--- src/rtl/video_readback_unpack.sv ---
// Display-side DDR readback: requests bursts, buffers words and unpacks them into RGB565 pixels
// aligned with vs_in/de_in. Define VIDEO_UNDERFLOW_MARK_EN to paint starved pixels magenta.
module video_readback_unpack #(
  parameter int         DQ_WIDTH     = 32,
  parameter int         VIDEO_WIDTH  = 1280,
  parameter int         VIDEO_HEIGHT = 720,
  parameter int         BURST_LEN    = 8,
  parameter int         BUF_DEPTH    = 16,
  parameter logic [3:0] IMAGE_TAG    = 4'd1
) (
  input  logic                  clk,
  input  logic                  rst,
  input  logic                  vs_in,
  input  logic                  de_in,
  output logic                  rd_req,
  output logic [3:0]            rd_req_id,
  input  logic                  rd_ack,
  input  logic [DQ_WIDTH*8-1:0] ddr_data,
  input  logic                  ddr_data_valid,
  output logic                  frame_sync,
  output logic                  vs_out,
  output logic                  de_out,
  output logic [15:0]           rgb565_out,
  output logic [15:0]           underflow_cnt
);

  localparam int WORD_W       = DQ_WIDTH * 8;
  localparam int PIX_PER_WORD = WORD_W / 16;
  localparam int IW           = $clog2(PIX_PER_WORD);
  localparam int PW           = $clog2(BUF_DEPTH);
  localparam int CW           = $clog2(BUF_DEPTH + 1);
  localparam int BW           = $clog2(BURST_LEN + 1);
  localparam int FRAME_WORDS  = VIDEO_WIDTH * VIDEO_HEIGHT / PIX_PER_WORD;
  localparam int RW           = $clog2(FRAME_WORDS + BURST_LEN + 1);

  localparam logic [CW-1:0] SPACE_LVL   = CW'(BUF_DEPTH - BURST_LEN);
  localparam logic [CW-1:0] FULL_LVL    = CW'(BUF_DEPTH);
  localparam logic [BW-1:0] BURST_CNT   = BW'(BURST_LEN);
  localparam logic [BW-1:0] LAST_BEAT   = BW'(BURST_LEN - 1);
  localparam logic [RW-1:0] FRAME_CNT   = RW'(FRAME_WORDS);
  localparam logic [RW-1:0] BURST_WORDS = RW'(BURST_LEN);
  localparam logic [IW-1:0] LAST_IDX    = IW'(PIX_PER_WORD - 1);

`ifdef VIDEO_UNDERFLOW_MARK_EN
  localparam logic [15:0] UF_PIX = 16'hF81F;
`else
  localparam logic [15:0] UF_PIX = 16'h0000;
`endif

  typedef enum logic [1:0] {IDLE, REQ, DATA, DONE} state_t;

  state_t          state_q, state_d;
  logic            armed_q, armed_d;
  logic            rd_req_q, rd_req_d;
  logic [3:0]      rd_req_id_q, rd_req_id_d;
  logic [BW-1:0]   beat_cnt_q, beat_cnt_d;
  logic [BW-1:0]   discard_q, discard_d;
  logic [RW-1:0]   req_words_q, req_words_d;
  logic [PW-1:0]   wr_ptr_q, wr_ptr_d;
  logic [PW-1:0]   rd_ptr_q, rd_ptr_d;
  logic [CW-1:0]   count_q, count_d;
  logic [IW-1:0]   pix_idx_q, pix_idx_d;
  logic [15:0]     uf_cnt_q, uf_cnt_d;
  logic            frame_sync_q, frame_sync_d;
  logic            vs_d1_q, vs_d1_d;
  logic            de_d1_q, de_d1_d;
  logic [15:0]     pix_s1_q, pix_s1_d;
  logic            vs_out_q, vs_out_d;
  logic            de_out_q, de_out_d;
  logic [15:0]     rgb_q, rgb_d;

  logic            vs_rise, buf_empty, accept, push, pop;
  logic [WORD_W-1:0] buf_mem [BUF_DEPTH];
  logic [WORD_W-1:0] head_word;
  logic [15:0]       head_pix [PIX_PER_WORD];

  assign head_word = buf_mem[rd_ptr_q];

  // Pixel k of a word lives in bits [16k+15:16k]
  for (genvar gi = 0; gi < PIX_PER_WORD; gi++) begin : g_pix
    assign head_pix[gi] = head_word[gi*16 +: 16];
  end

  always_ff @(posedge clk) begin
    if (push) buf_mem[wr_ptr_q] <= ddr_data;
  end

  always_comb begin
    vs_rise   = vs_in & ~vs_d1_q;
    buf_empty = (count_q == '0);
    accept    = (state_q == REQ) && rd_req_q && rd_ack;
    push      = (state_q == DATA) && ddr_data_valid && (count_q != FULL_LVL) && !vs_rise;
    pop       = de_in && !buf_empty && (pix_idx_q == LAST_IDX);

    wr_ptr_d = wr_ptr_q + PW'(push);
    rd_ptr_d = rd_ptr_q + PW'(pop);
    count_d  = count_q;
    if (push && !pop)      count_d = count_q + CW'(1);
    else if (!push && pop) count_d = count_q - CW'(1);

    state_d     = state_q;
    armed_d     = armed_q;
    beat_cnt_d  = beat_cnt_q;
    req_words_d = req_words_q;
    discard_d   = discard_q;
    if (discard_q != '0 && ddr_data_valid) discard_d = discard_q - BW'(1);

    case (state_q)
      IDLE: if (armed_q && count_q <= SPACE_LVL) state_d = REQ;
      REQ: begin
        if (accept) begin
          state_d     = DATA;
          beat_cnt_d  = '0;
          req_words_d = req_words_q + BURST_WORDS;
        end
      end
      DATA: begin
        if (ddr_data_valid) begin
          beat_cnt_d = beat_cnt_q + BW'(1);
          if (beat_cnt_q == LAST_BEAT) begin
            if (req_words_q == FRAME_CNT)  state_d = DONE;
            else if (count_d <= SPACE_LVL) state_d = REQ;
            else                           state_d = IDLE;
          end
        end
      end
      default: state_d = state_q;
    endcase

    pix_idx_d = pix_idx_q;
    uf_cnt_d  = uf_cnt_q;
    pix_s1_d  = 16'd0;
    if (de_in) begin
      if (buf_empty) begin
        pix_s1_d = UF_PIX;
        if (uf_cnt_q != 16'hFFFF) uf_cnt_d = uf_cnt_q + 16'd1;
      end else begin
        pix_s1_d  = head_pix[pix_idx_q];
        pix_idx_d = (pix_idx_q == LAST_IDX) ? '0 : pix_idx_q + IW'(1);
      end
    end

    // New frame: flush everything; beats still owed by the arbiter get swallowed
    if (vs_rise) begin
      state_d     = REQ;
      armed_d     = 1'b1;
      req_words_d = '0;
      beat_cnt_d  = '0;
      wr_ptr_d    = '0;
      rd_ptr_d    = '0;
      count_d     = '0;
      pix_idx_d   = '0;
      uf_cnt_d    = 16'd0;
      if (state_q == DATA) discard_d = BURST_CNT - beat_cnt_q - BW'(ddr_data_valid);
      else if (accept)     discard_d = BURST_CNT;
    end

    rd_req_d     = (state_q == REQ) && (discard_q == '0) && !accept && !vs_rise;
    rd_req_id_d  = rd_req_d ? IMAGE_TAG : 4'd0;
    frame_sync_d = vs_rise;
    vs_d1_d      = vs_in;
    de_d1_d      = de_in;
    vs_out_d     = vs_d1_q;
    de_out_d     = de_d1_q;
    rgb_d        = de_d1_q ? pix_s1_q : 16'd0;
  end

  always_ff @(posedge clk or negedge rst) begin
    if (!rst) begin
      state_q      <= IDLE;
      armed_q      <= 1'b0;
      rd_req_q     <= 1'b0;
      rd_req_id_q  <= 4'd0;
      beat_cnt_q   <= '0;
      discard_q    <= '0;
      req_words_q  <= '0;
      wr_ptr_q     <= '0;
      rd_ptr_q     <= '0;
      count_q      <= '0;
      pix_idx_q    <= '0;
      uf_cnt_q     <= 16'd0;
      frame_sync_q <= 1'b0;
      vs_d1_q      <= 1'b0;
      de_d1_q      <= 1'b0;
      pix_s1_q     <= 16'd0;
      vs_out_q     <= 1'b0;
      de_out_q     <= 1'b0;
      rgb_q        <= 16'd0;
    end else begin
      state_q      <= state_d;
      armed_q      <= armed_d;
      rd_req_q     <= rd_req_d;
      rd_req_id_q  <= rd_req_id_d;
      beat_cnt_q   <= beat_cnt_d;
      discard_q    <= discard_d;
      req_words_q  <= req_words_d;
      wr_ptr_q     <= wr_ptr_d;
      rd_ptr_q     <= rd_ptr_d;
      count_q      <= count_d;
      pix_idx_q    <= pix_idx_d;
      uf_cnt_q     <= uf_cnt_d;
      frame_sync_q <= frame_sync_d;
      vs_d1_q      <= vs_d1_d;
      de_d1_q      <= de_d1_d;
      pix_s1_q     <= pix_s1_d;
      vs_out_q     <= vs_out_d;
      de_out_q     <= de_out_d;
      rgb_q        <= rgb_d;
    end
  end

  assign rd_req        = rd_req_q;
  assign rd_req_id     = rd_req_id_q;
  assign frame_sync    = frame_sync_q;
  assign vs_out        = vs_out_q;
  assign de_out        = de_out_q;
  assign rgb565_out    = rgb_q;
  assign underflow_cnt = uf_cnt_q;

endmodule

--- config.mk ---
export PLATFORM = sky130hd
export DESIGN_NAME = video_readback_unpack
export DESIGN_NICKNAME = d
export VERILOG_FILES = /design/src/rtl/video_readback_unpack.sv
export SDC_FILE = /design/constraint.sdc
export NUM_CORES = 2
export LEC_CHECK = 0
export ABC_CLOCK_PERIOD_IN_PS = 26400
export CORE_MARGIN = 2
export CORE_UTILIZATION = 42
export DETAILED_ROUTE_END_ITERATION = 8
export GPL_TIMING_DRIVEN = 0
export SLEW_MARGIN = 10
export SYNTH_ARGS = -nofsm -noshare
export SYNTH_HDL_FRONTEND = slang
export SYNTH_SLANG_ARGS = --single-unit
--- constraint.sdc ---
create_clock -name clk -period 26.4 [get_ports clk]
set_input_delay 5.28 -clock clk [delete_from_list [all_inputs] [get_ports clk]]
set_output_delay 5.28 -clock clk [all_outputs]
set_load 0.01 [all_outputs]
# Word-level counts from Yosys, hierarchy flattened
# Memory sizes are Yosys's and may differ from the RTL's.
# Cells that the tools add are included.
totals:
  reg_bits: 99
  ramBits: 4096
  elab_cells: 125
  n_memories: 1
classes:
  addsub: 11
  magnitude_cmp: 3
  n_eq_ne: 12
  muxes: 41
  bitwise_logic: 3
  n_reduce_logical: 35
memory_table:
  columns: ["name", "words", "width", "read_ports", "rd_clocked_by_memory_dff", "write_ports", "line_no", "rtl"]
  rows:
  - ["buf_mem", 16, 256, 1, 0, 1, "73", "logic [WORD_W-1:0] buf_mem [BUF_DEPTH];"]
op_table:
  columns: ["cell", "count"]
  rows:
  - ["$mux 16", 12]
  - ["$bmux 16 s4", 1]
  - ["$mux 4", 13]
  - ["$add 16x1->16 const B", 1]
  - ["$add 16x4->16 const B", 1]
  - ["$eq 16x16->1 const B", 1]
  - ["$ne 16x16->1 const B", 1]
  - ["$mux 5", 3]
  - ["$logic_and 1x1->1", 14]
  - ["$mux 2", 6]
  - ["$le 5x4->1 const B", 2]
  - ["$reduce_bool 2->1", 5]
  - ["$ne 3x3->1 const B", 3]
  - ["$add 4x1->4", 2]
  - ["$add 4x1->4 const B", 2]
  - ["$pmux 4 s2", 1]
  - ["$reduce_bool 4->1", 2]
  - ["$pmux 2 s3", 1]
  - ["$reduce_and 3->1", 2]
  - ["$add 5x1->5 const B", 1]
  - ["$ge 5x5->1 const B", 1]
  - ["$logic_not 1->1", 5]
  - ["$logic_not 5->1", 1]
  - ["$ne 5x5->1 const B", 1]
  - ["other kinds (19)", 23]

# Longest topological paths before layout
logic_depth:
  ltp_word: 15
  mapped_depth: 13
  ltp_nobuf: 10

# Worst setup path after synthesis
# Ideal clock, no wire load.
synth_timing:
  path_kind: "input port to flip-flop"
  start: "in vs_in"
  end: "mem buf_mem[0][0] (netlist name), enable pin"
  setup_time_ps: 1186
  t_arrival_ps: 23102
  required_ps: 25214
  setup_slack_ps: 2112
  path_stages: 4
  path_cell_list: "nand2b_1 > nand4_1 > or3_1 > nor3_1"
synth_between:
  elab_chain_cells: 5
synth_rtl:
  columns: ["element", "line_no", "rtl"]
  rows:
  - ["start, declared", "13", "input logic vs_in,"]
  - ["$and 1x1->1", "89", "vs_rise = vs_in & ~vs_d1_q;"]
  - ["$logic_not 1->1", "92", "push = (state_q == DATA) && ddr_data_valid && (count_q != FULL_LVL) && !vs_rise;"]
  - ["$logic_and 1x1->1", "92", null]
  - ["$mux 1", "85", "if (push) buf_mem[wr_ptr_q] <= ddr_data;"]
  - ["$mux 1 (not written as such)", "85", null]
  - ["end, declared", "73", null]
# No other way between the ends.

# Worst setup path in the final report
layout_timing:
  start: "in de_in"
  end: "reg pix_s1_q[4]"
layout_between:
  elab_chain_cells: 1
layout_rtl:
  columns: ["element", "line_no", "rtl"]
  rows:
  - ["start, declared", "14", "input logic de_in,"]
  - ["$mux 16", "133", "if (de_in) begin"]
  - ["named net pix_s1_d[4]", "67", "logic [15:0] pix_s1_q, pix_s1_d;"]
  - ["end signal, assigned", "205", "pix_s1_q <= pix_s1_d;"]
  - ["end, declared", "67", null]
# The timed path passes the listed nets, and every way through them passes these cells.
# A chain may end at the register's enable or synchronous reset.

==> key figures <==
Status
  – Outcome: finished, final reports clean

Timing
  – Count of pins over their slew limit: 0
  – Fin crit share: 36.1%
  – Worst Max-Slew Pin Slew: 1.47 ns
  – Final worst slack: 16.86 ns
  – Setup violators final: 0
  – Clock Skews: 0.0804 ns
  – Slew margin rel.: 2.33%
  – RSZ-0062 raised after global routing: false
  – Max Freq: 0.105 GHz
  – Fin. Hold Viols: 0
  – Minimum clock period after layout: 9.54 ns
  – WHS: 0.377 ns
  – Setup TNS: 0 ns

Clock network
  – CTS H-Tree Depth: 5
  – Max clock buf depth: 4
  – Sink Count: 4191
  – Clock-pin slew on the worst setup and hold paths: 0.06 ns
  – CTS tree: yes
  – Worst-Skew Late Latency: 1.00 ns
  – Post-cts gate resize count: 0
  – Postcts setup bufs: 0
  – Clk root buf: clkbuf_16
  – CTS Hold Bufs: 0
  – CTS buffer count: 424

Routing
  – Drt initial violations: 13900
  – M1 WL: 195 mm
  – Final wirelength: 537 mm
  – Initial DRT Pass Iterations: 6
  – Via count: 84800
  – Met2 WL post-DR: 252 mm
  – Remaining antenna violation count: 0
  – DRC: 0
  – Met3 routed WL: 61.2 mm
  – Wire length per cell: 39.8 um
  – Top sig layer: met5
  – Routed vias/inst: 6.29

Power
  – PD cells: 74.9 nW/um^2
  – Leak Pwr: 59.0 nW
  – Worst vdd rail ir drop: 0.0660 mV

Floorplanning
  – Die area: 387000 sq um
  – Number of core rows: 226
  – Initial Util: 42.3%
  – Die Y: 622 um
  – Core area: 380000 sq um
  – Die Wd: 622 um
  – Num ports: 302

Global route
  – GRT Overall Usage: 27.4%
  – Total global routing overflow: 0
  – Vias in the first global route: 81800
  – Largest net degree at the start of global routing: 50
  – First-pass GRT wire length: 718 mm
  – Initial antenna violation count: 153

Worst hold path
  – Hold path cells: 0
  – Hold EP: vs_out
  – Type of the worst min-delay path: flop to flop
  – Min-delay src: vs_d1_q

Setup path
  – Reg2Reg Launch Point: rd_ptr_q[3]
  – Arr. time, crit path: 10.34 ns
  – Crit Path Class: input port to flop
  – R2R Setup Slk: 20.00 ns
  – Maximum net fanout on the critical path: 10
  – Worst EP required: 27.21 ns
  – Worst Reg-to-Reg Cells: 9
  – Critical path cell sequence: clkdlybuf4s50_1 -> nor2b_1 -> nand2_1 -> clkbuf_1 -> a221oi_1 -> a32o_1
  – CP endpoint kind: flop
  – Worst stage delay on the critical path: 1.26 ns
  – Worst r2r dst: pix_s1_q[14]
  – Crit start category: input port
  – Crit-path slowest cell: a221oi_1

Yosys
  – Yosys top cell area share: 76.6%
  – Most frequent cell after synthesis: edfxtp_1
  – Post-synth top area cell: edfxtp_1
  – Synth async-reset ratio: 2.27%
  – Sequential share of the synthesized area: 78.1%
  – Post-synth EDFFs: 4096
  – Synth Instances: 6958
  – Synth top area cells: edfxtp_1 (77%), mux4_2 (14%), mux2i_1 (1.9%), dfrtp_1 (1.5%), a221oi_1 (0.77%)
  – Synth top cells by count: edfxtp_1 (4096), mux4_2 (996), mux2i_1 (297)
  – Top_reg_cell synth: edfxtp_1
  – Register bit count reported by yosys: 4191
  – Syn_area_per_cell: 23.1 sq um
  – Netlist Area Pre-Place: 160000 sq um
  – Synth warnings: 0
  – Distinct cell type count after synthesis: 71

Placed design
  – Dpl hpwl: 372 mm
  – PortBufs: 298
  – Setup Slack @ Placement: 16.15 ns
  – GP Congestion: 0.877
  – DP Area: 176000 sq um

Cells and area
  – Seq. cell area: 125000 sq um
  – Final nets: 8342
  – Multi-input gate area: 32700 sq um
  – Area delta synth->final: 18.3%
  – Design area: 190000 sq um
  – Layout fillers: 29800
  – Layout cells sized above 1: 27.5%
  – Final Core Density: 50.0%

Flow run
  – Number of max-cap violations: 0
-- per-stage QoR --
stage               total power [mW]  std cells
detailed placement              8.31      12700
floorplan                       7.78       6960
global placement                8.31      12300
global route                    14.5      13500
finish                          14.2      13500
CTS                             14.2      13400
-- placed cells by master (no fill, tap or decap), drive strengths merged, types with 25 or more instances in the layout --
cell	Yosys	final
o221ai	25	25
inv	22	37
dfrtp	95	95
o22ai	51	51
diode	0	75
mux2i	297	297
clkdlybuf4s50	0	297
nand2	82	82
a22oi	76	76
and2	38	38
bufinv	0	41
nand3	53	53
edfxtp	4096	4096
nor2	86	86
mux2	26	26
mux4	996	996
a221oi	143	143
o21ai	79	79
a22o	62	62
buf	268	645
clkbuf	117	663
nor3	25	25
clkinv	1	165
a21oi	87	87
-- critical path: cells and delay by family --
family                 cells  cell delay, ns
and+or+nand+nor            2            1.71
buffers and inverters      2            1.38
AOI/OAI and AO/OA          2            1.90
-- sequential cells by signal, indices dropped and copies added, names as in the netlist --
register	flops
count_q	5
de_out	1
armed_q	1
vs_d1_q	1
frame_sync	1
vs_out	1
rgb565_out	16
beat_cnt_q	4
pix_idx_q	4
req_words_q	13
discard_q	4
rd_ptr_q	4
rd_req_id	1
de_d1_q	1
wr_ptr_q	4
underflow_cnt	16
state_q	2
buf_mem	4096
pix_s1_q	16
-- cell type report --
class | instances | area share, %
Timing Repair Buffer | 675 | 4.73
Sequential cell | 4191 | 66.0
Clock buffer | 545 | 6.00
Buffer | 385 | 1.31
Inverter | 23 | 0.0455
Clock inverter | 228 | 1.23
Multi-Input combinational cell | 2361 | 17.2
Tap cell | 5016 | 3.31
Antenna cell | 75 | 0.0988
-- per-layer routing --
metal  vias to the layer above  GRT usage [%]
met5                         -              0
met2                      5760           42.7
met3                      1180           6.79
li1                      32300              -
met4                        70           13.1
met1                     45500           36.2
-- cell families (layout without fill, tap and decap cells) --
logic type / Yosys count / in the layout / synth area share, %
AO/OA/AOI/OAI: 620 / 620 / 2.84
XOR/XNOR: 35 / 35 / 0.191
adder cells (fa/ha/maj): 19 / 19 / 0.148
buffers and inverters: 408 / 1856 / 1.56
flip-flops: 4191 / 4191 / 78.1
multiplexers: 1319 / 1319 / 16.0
other: 1 / 78 / 0.00234
AND/OR/NAND/NOR: 365 / 365 / 1.12
-- how the worst max path moves through the flow --
stage	startpoint	end	slack (ns)	cells past startpoint
5_1_grt	de_in	pix_s1_q[4]	17.13	6
2_1_floorplan	vs_in	buf_mem[0][0]	2.11	4
4_1_cts	de_in	pix_s1_q[4]	17.15	6
3_5_place_dp	de_in	pix_s1_q[4]	16.15	6
6_report	de_in	pix_s1_q[4]	16.86	6
3_3_place_gp	ddr_data_valid	buf_mem[1][222]	-24.29	5
-- power breakdown --
group | leakage (nW) | internal, mW | switching, mW
Sequential | 38.1 | 7.34 | 0.0250
Combinational | 14.2 | 0.205 | 0.635
Clock | 6.71 | 3.44 | 2.57
(Power assumes the default switching activity.)
